--- src/rtl/imm_gen_pipe.sv ---
// RISC-V immediate generator with a 2-entry registered skid buffer between fetch and register read.
// Decodes every RV32I/RV64I immediate format plus shamt; stores only {imm, fmt} per entry.
module imm_gen_pipe #(
  parameter int unsigned XLEN  = 64,
  parameter int unsigned CNT_W = 16
) (
  input  logic             clk,
  input  logic             reset_n,
  input  logic             flush,
  input  logic             in_valid,
  output logic             in_ready,
  input  logic [31:0]      instr_in,
  output logic             out_valid,
  input  logic             out_ready,
  output logic [XLEN-1:0]  imm_out,
  output logic [2:0]       fmt_out,
  output logic [CNT_W-1:0] illegal_cnt
);

  typedef enum logic [2:0] {
    FMT_R     = 3'd0,
    FMT_I     = 3'd1,
    FMT_S     = 3'd2,
    FMT_B     = 3'd3,
    FMT_U     = 3'd4,
    FMT_J     = 3'd5,
    FMT_SHAMT = 3'd6,
    FMT_ILL   = 3'd7
  } fmt_t;

  localparam logic [6:0] OP_IMM    = 7'b0010011;
  localparam logic [6:0] OP_LOAD   = 7'b0000011;
  localparam logic [6:0] OP_JALR   = 7'b1100111;
  localparam logic [6:0] OP_SYSTEM = 7'b1110011;
  localparam logic [6:0] OP_IMM32  = 7'b0011011;
  localparam logic [6:0] OP_STORE  = 7'b0100011;
  localparam logic [6:0] OP_BRANCH = 7'b1100011;
  localparam logic [6:0] OP_LUI    = 7'b0110111;
  localparam logic [6:0] OP_AUIPC  = 7'b0010111;
  localparam logic [6:0] OP_JAL    = 7'b1101111;
  localparam logic [6:0] OP_REG    = 7'b0110011;
  localparam logic [6:0] OP_REG32  = 7'b0111011;

  localparam bit IS_RV64 = (XLEN == 64);

  function automatic logic [XLEN-1:0] sext32(input logic [31:0] v);
    logic signed [31:0] s;
    s = v;
    return XLEN'(s);
  endfunction

  logic [6:0]      opcode;
  logic            is_shift;
  logic [31:0]     imm_i32;
  logic [31:0]     imm_s32;
  logic [31:0]     imm_b32;
  logic [31:0]     imm_u32;
  logic [31:0]     imm_j32;
  logic [XLEN-1:0] imm_d;
  fmt_t            fmt_d;

  assign opcode   = instr_in[6:0];
  // funct3 001 (SLL) and 101 (SRL/SRA) share bits [13:12] = 01
  assign is_shift = (instr_in[13:12] == 2'b01);
  assign imm_i32  = {{20{instr_in[31]}}, instr_in[31:20]};
  assign imm_s32  = {{20{instr_in[31]}}, instr_in[31:25], instr_in[11:7]};
  assign imm_b32  = {{20{instr_in[31]}}, instr_in[7], instr_in[30:25], instr_in[11:8], 1'b0};
  assign imm_u32  = {instr_in[31:12], 12'b0};
  assign imm_j32  = {{12{instr_in[31]}}, instr_in[19:12], instr_in[20], instr_in[30:21], 1'b0};

  always_comb begin
    fmt_d = FMT_ILL;
    imm_d = '0;
    case (opcode)
      OP_IMM: begin
        if (is_shift) begin
          fmt_d = FMT_SHAMT;
          imm_d = IS_RV64 ? XLEN'(instr_in[25:20]) : XLEN'(instr_in[24:20]);
        end else begin
          fmt_d = FMT_I;
          imm_d = sext32(imm_i32);
        end
      end
      OP_IMM32: begin
        if (IS_RV64) begin
          if (is_shift) begin
            fmt_d = FMT_SHAMT;
            imm_d = XLEN'(instr_in[24:20]);
          end else begin
            fmt_d = FMT_I;
            imm_d = sext32(imm_i32);
          end
        end
      end
      OP_LOAD, OP_JALR, OP_SYSTEM: begin
        fmt_d = FMT_I;
        imm_d = sext32(imm_i32);
      end
      OP_STORE: begin
        fmt_d = FMT_S;
        imm_d = sext32(imm_s32);
      end
      OP_BRANCH: begin
        fmt_d = FMT_B;
        imm_d = sext32(imm_b32);
      end
      OP_LUI, OP_AUIPC: begin
        fmt_d = FMT_U;
        imm_d = sext32(imm_u32);
      end
      OP_JAL: begin
        fmt_d = FMT_J;
        imm_d = sext32(imm_j32);
      end
      OP_REG: begin
        fmt_d = FMT_R;
      end
      OP_REG32: begin
        if (IS_RV64) fmt_d = FMT_R;
      end
      default: begin
        fmt_d = FMT_ILL;
      end
    endcase
  end

  logic [1:0]      count;
  logic [XLEN-1:0] head_imm;
  fmt_t            head_fmt;
  logic [XLEN-1:0] tail_imm;
  fmt_t            tail_fmt;
  logic            push;
  logic            pop;

  assign in_ready  = (count != 2'd2);
  assign out_valid = (count != 2'd0);
  assign push      = in_valid & in_ready;
  assign pop       = out_valid & out_ready;
  assign imm_out   = head_imm;
  assign fmt_out   = head_fmt;

  // The head register doubles as the output register, so it keeps its value when the buffer drains.
  always_ff @(posedge clk or negedge reset_n) begin
    if (!reset_n) begin
      count    <= '0;
      head_imm <= '0;
      head_fmt <= FMT_R;
      tail_imm <= '0;
      tail_fmt <= FMT_R;
    end else if (flush) begin
      count <= '0;
    end else begin
      case ({push, pop})
        2'b10: begin
          if (count == 2'd0) begin
            head_imm <= imm_d;
            head_fmt <= fmt_d;
          end else begin
            tail_imm <= imm_d;
            tail_fmt <= fmt_d;
          end
          count <= count + 2'd1;
        end
        2'b01: begin
          if (count == 2'd2) begin
            head_imm <= tail_imm;
            head_fmt <= tail_fmt;
          end
          count <= count - 2'd1;
        end
        2'b11: begin
          if (count == 2'd1) begin
            head_imm <= imm_d;
            head_fmt <= fmt_d;
          end else begin
            head_imm <= tail_imm;
            head_fmt <= tail_fmt;
            tail_imm <= imm_d;
            tail_fmt <= fmt_d;
          end
        end
        default: begin
        end
      endcase
    end
  end

  // Counted on push regardless of flush: the word was accepted even if later discarded.
  always_ff @(posedge clk or negedge reset_n) begin
    if (!reset_n) begin
      illegal_cnt <= '0;
    end else if (push && (fmt_d == FMT_ILL) && !(&illegal_cnt)) begin
      illegal_cnt <= illegal_cnt + 1'b1;
    end
  end

endmodule

--- config.mk ---
export PLATFORM = sky130hd
export DESIGN_NAME = imm_gen_pipe
export DESIGN_NICKNAME = d
export VERILOG_FILES = /design/src/rtl/imm_gen_pipe.sv
export SDC_FILE = /design/constraint.sdc
export NUM_CORES = 1
export LEC_CHECK = 0
export CAP_MARGIN = 20
export CORE_ASPECT_RATIO = 0.75
export CORE_MARGIN = 3
export CORE_UTILIZATION = 40
export CTS_BUF_LIST = sky130_fd_sc_hd__clkbuf_16
export CTS_CLUSTER_DIAMETER = 50
export DETAILED_ROUTE_END_ITERATION = 8
export GPL_ROUTABILITY_DRIVEN = 0
export PLACE_DENSITY_LB_ADDON = 0.25
export SLEW_MARGIN = 20
export SYNTH_ARGS = -nofsm -noshare
export SYNTH_HDL_FRONTEND = slang
export SYNTH_SLANG_ARGS = --single-unit
--- constraint.sdc ---
create_clock -name clk -period 6.75 [get_ports clk]
set_clock_uncertainty 0.2 [all_clocks]
set_input_delay 1.35 -clock clk [delete_from_list [all_inputs] [get_ports clk]]
set_output_delay 1.35 -clock clk [all_outputs]
set_load 0.03 [all_outputs]
# [Yosys cells after proc, flatten, opt, wreduce, memory -nomap -nowiden]
# Index checks and enable logic that the tools add are counted.
[totals] register_bits=152 input_bits=37 output_inout_bits=85 wordCells=72
[classes] n_addsub=3 n_eq_ne=24 mux=21 bitwise_logic=3 n_reduce_logical=15
[ops] operator="2-to-1 mux 64 bit" n=7
[ops] operator="case mux 64 bit (7 select lines)" n=1
[ops] operator="case mux 64 bit (3 select lines)" n=1
[ops] operator="case mux 64 bit (2 select lines)" n=1
[ops] operator="== test 7 x 6 -> 1 bit (second input constant)" n=4
[ops] operator="== test 7 bit (second input constant)" n=4
[ops] operator="== test 7 x 5 -> 1 bit (second input constant)" n=3
[ops] operator="case mux 3 bit (7 select lines)" n=1
[ops] operator="2-to-1 mux 3 bit" n=6
[ops] operator="adder 16 x 1 -> 16 bit (second input constant)" n=1
[ops] operator="AND reduction 16 bit" n=1
[ops] operator="inequality test 2 bit (second input constant)" n=5
[ops] operator="case mux 3 bit (3 select lines)" n=1
[ops] operator="AND reduction 4 bit" n=2
[ops] operator="== test 7 x 2 -> 1 bit (second input constant)" n=1
[ops] operator="== test 2 x 1 -> 1 bit (second input constant)" n=3
[ops] operator="== test 2 bit (second input constant)" n=3
[ops] operator="case mux 3 bit (2 select lines)" n=1
[ops] operator="nonzero test 3 bit" n=2
[ops] operator="OR reduction 2 bit" n=3
[ops] operator="case mux 2 bit (2 select lines)" n=1
[ops] operator="nonzero test 2 bit" n=2
[ops] operator="== test 3 bit (second input constant)" n=1
[ops] operator="OR reduction 3 bit" n=1
[ops] operator="other kinds (8)" n=10

# [Longest topological paths before layout]
[depth] ltp_word=6 ltp_mapped=10 depth_no_buf=8

# [Worst setup path after synthesis]
# No wires, ideal clock.
[synth_path] path_kind="input to register" from="in instr_in[5]" to="reg tail_imm[21]" setup_time_ps=73 arrival_time_ps=2842 required_ps=6477 slack_ps=3635 stages=8 cell_sequence="or3_1 a2111oi_2 or3_1 buf_4 and2_4 nor2_2 buf_6 a21oi_2"
[synth_via] elab_chain_cells=5 word_cells_on_any_way=16 cone_classes="eq/ne: 10; mux: 4; reduce/logical: 2"
[synth_lines] element="start, declared" line="12" text="input logic [31:0] instr_in,"
[synth_lines] element="== test 7 x 2 -> 1 bit, or another cell as far along" line="74" text="case (opcode)"
[synth_lines] element="OR reduction 3 bit or OR reduction 2 bit (tied branches)" line="74"
[synth_lines] element="case mux 64 bit (7 select lines) (*)" line="74"
[synth_lines] element="2-to-1 mux 64 bit (on tied branches)" line="172, 155"
[synth_lines] element="case mux 64 bit (2 select lines) (*)" line="153" text="case ({push, pop})"
[synth_lines] element="end signal, assigned" line="159" text="tail_imm <= imm_d;"
[synth_lines] element="end signal, assigned" line="178" text="tail_imm <= imm_d;"
[synth_lines] element="end, declared" line="130" text="logic [XLEN-1:0] tail_imm;"
# Every way passes the cells marked *; elsewhere a longest branch is shown, timed or not. The select of a mux whose other input is x is not followed.
# A chain may end at the register's enable or synchronous reset.

# [Worst setup path after layout]
[layout_path] from="in instr_in[6]" to="reg tail_imm[20]"
# Same word-level chain as after synthesis.

==> reports/results.tsv <==
stage	metric	value	unit
routing	Antenna Nets Post-Route	0	
die	boundary pin count	122	
layout	area of the multi-input gates	1873	um^2
sta	Fin. Hold Viols	0	
clock_network	CTS Buf Count	9	
run_status	status	complete, no violations	
routing	# DRC	0	
clock_network	hold buffers post-CTS	0	
hold_path	Hold Crit Class	reg2reg	
layout	Area growth, synth to finish	30.98	%
layout	Antenna Cells	0	
global_routing	gr usage total	18.73	%
logic_synthesis	syn_nets	527	
routing	Routed WL	11830	um
critical_path	Worst Setup End Kind	flop	
pwr	Power Density	430.8	nW/um^2
sta	post-route clock period utilization	58.57	%
layout	commonest non-fill, non-tap cell in the layout	clkdlybuf4s50_1	
logic_synthesis	area leader, netlist	dfrtp_1	
sta	setup TNS	0	ps
critical_path	crit path launch type	input port	
logic_synthesis	Async S/R FF share, synth	100.0	%
global_routing	antenna violations before repair	0	
logic_synthesis	Gate Count Post-Synth	486	
clock_network	Root Buffer	clkbuf_16	
layout	most frequent cells in the layout	120 x clkdlybuf4s50_1, 88 x dfrtp_1, 60 x nand2_1, 56 x nor2_1, 32 x a21oi_1	
pwr	worst vdd ir	0.0002863	V
pwr	Tot Pwr	2.511	mW
sta	Final setup viols	0	
sta	Min Clock Period, post-route	3954	ps
clock_network	deepest clock path buffer count	2	
sta	Max Freq	252.9	MHz
sta	Tightest Pin Transition	1010	ps
clock_network	Sink Count	88	
logic_synthesis	Post-synth EDFFs	0	
global_routing	vias in the first global route	3669	
routing	routed len/inst	16.80	um
routing	Vias/cell	5.632	
clock_network	Skew-Pair Late Insertion Delay	340	ps
global_routing	first-pass GRT wire length	18890	um
clock_network	CTS tree	done	
die	core area	10570	um^2
global_routing	largest net degree at the start of global routing	50	
routing	drt first-iter violations	380	
logic_synthesis	post-synth top area share	49.48	%
placed_design	Buffers on Ports	121	
clock_network	htree depth	3	
logic_synthesis	sequential fraction of the synthesis area	49.48	%
clock_network	cts repair resizes	0	
routing	Vias	3965	
logic_synthesis	Most used DFF post-synth	dfrtp_1	
placed_design	DP Wirelength	8672	um
routing	DRT Pass-1 Iters	5	
critical_path	critical path required time	6750	ps
clock_network	Post CTS Setup Buffer Count	0	
logic_synthesis	post-synth cell types	50	
layout	Reg area	2202	um^2
critical_path	WP data arrival	3950	ps
logic_synthesis	largest cells by area after synthesis	dfrtp_1 49%, buf_4 5.6%, nand2_1 5.1%	
run	max-cap violations	0	
critical_path	critical path class	in2reg	
die	row count	32	
die	Initial Util	42.10	%
die	die area	12440	um^2
logic_synthesis	synthesized area	4451	um^2
logic_synthesis	total number of yosys warnings	0	
layout	# fillers	963	
die	Die Wd	127.8	um
sta	Slew Limit Headroom	32.54	%
global_routing	GR Overflow Total	0	
pwr	LEAKAGE	2.382	nW
clock_network	Worst-path clk slew	60	ps
logic_synthesis	Syn Area/Cell	9.157	um^2
layout	Nets	604	
logic_synthesis	#FFs+latches synth	88	
layout	layout cell share with drive strength beyond 1	6.866	%
die	Die H	97.35	um
sta	Slew Viols, Final	0	
critical_path	crit path max fanout	17	
sta	RSZ-0062 raised after global routing	no	
## sequential cells by signal, summed over array words and instances (netlist names)
| name | flops |
|---|---|
| imm_out | 32 |
| count | 2 |
| tail_fmt | 3 |
| illegal_cnt | 16 |
| fmt_out | 3 |
| tail_imm | 32 |
## metal layers
metal  vias to the layer above  GRT usage [%]  wire [um]
met3                        10          4.341        964
met4                         0          5.220        121
met1                      1932          26.25       5061
met2                       179          29.12       5681
li1                       1844              -          -
met5                         -              0          0
## power breakdown
part	switching, mW	internal, mW	leakage (nW)	total, mW
Sequential	0.140	0.736	1.10	0.876
Clock	0.203	0.324	0.153	0.527
Combinational	0.654	0.455	1.13	1.11
Total	0.997	1.51	2.38	2.51
## layout make-up
type                            count  share of cell area, %
Tap cell                          136                  2.919
Sequential cell                    88                  37.78
Multi-Input combinational cell    333                  32.13
Clock buffer                        9                  3.863
Timing Repair Buffer              124                  21.25
Clock inverter                      7                  1.610
Inverter                            7                 0.4507
## final timing paths
kind	startpoint	endpoint	slack, ps	cells after the start
worst max-delay path	instr_in[6]	tail_imm[20]	2800	7
worst min-delay path	tail_fmt[0]	tail_fmt[0]	280	2
worst max register to register	count[0]	tail_imm[20]	3670	6
worst min register to register	tail_fmt[0]	tail_fmt[0]	280	2
max in group asynchronous	reset_n	illegal_cnt[11]	4560	2
min in group asynchronous	reset_n	imm_out[15]	770	1
## logic make-up (layout without fill, tap and decap cells)
kind of cell,Yosys count,in the layout,share of synthesized area (%)
simple gates,184,184,18.95
flops,88,88,49.48
buf+inv,65,147,8.575
mux,1,1,0.2530
compound gates,127,127,18.27
xor+xnor,17,17,3.346
fa+ha+maj,4,4,1.125
## critical path: stages
cell and delay, ps:
clkdlybuf4s50_1 790, or3_1 210, a2111oi_2 80, or3_1 540, and2_4 250, nor2_2 570, a21oi_1 150
## synth_stat cells, types with 11 or more instances
library cell and number:
a31oi_1 11, o21ai_0 22, dfrtp_1 88, clkbuf_1 17
buf_4 33, nor2_1 56, nand3_1 20, a21oi_1 32
xor2_1 15, o22ai_1 24, a21oi_2 11, nand2_1 60
## metrics by stage
stage	cell area [um^2]	worst slack [ps]	util (%)	std cells	hold slack, ps
6_report	5829	2796	55.15	704	279.6
5_1_grt	5829	2592	55.15	704	300.5
4_1_cts	5829	2809	55.15	704	277.9
3_5_place_dp	5510	2465	52.13	688	263.8
3_3_place_gp	5495	2549	51.99	687	250.0
2_1_floorplan	4451	3635	-	486	239.6
(Power assumes the default switching activity.)
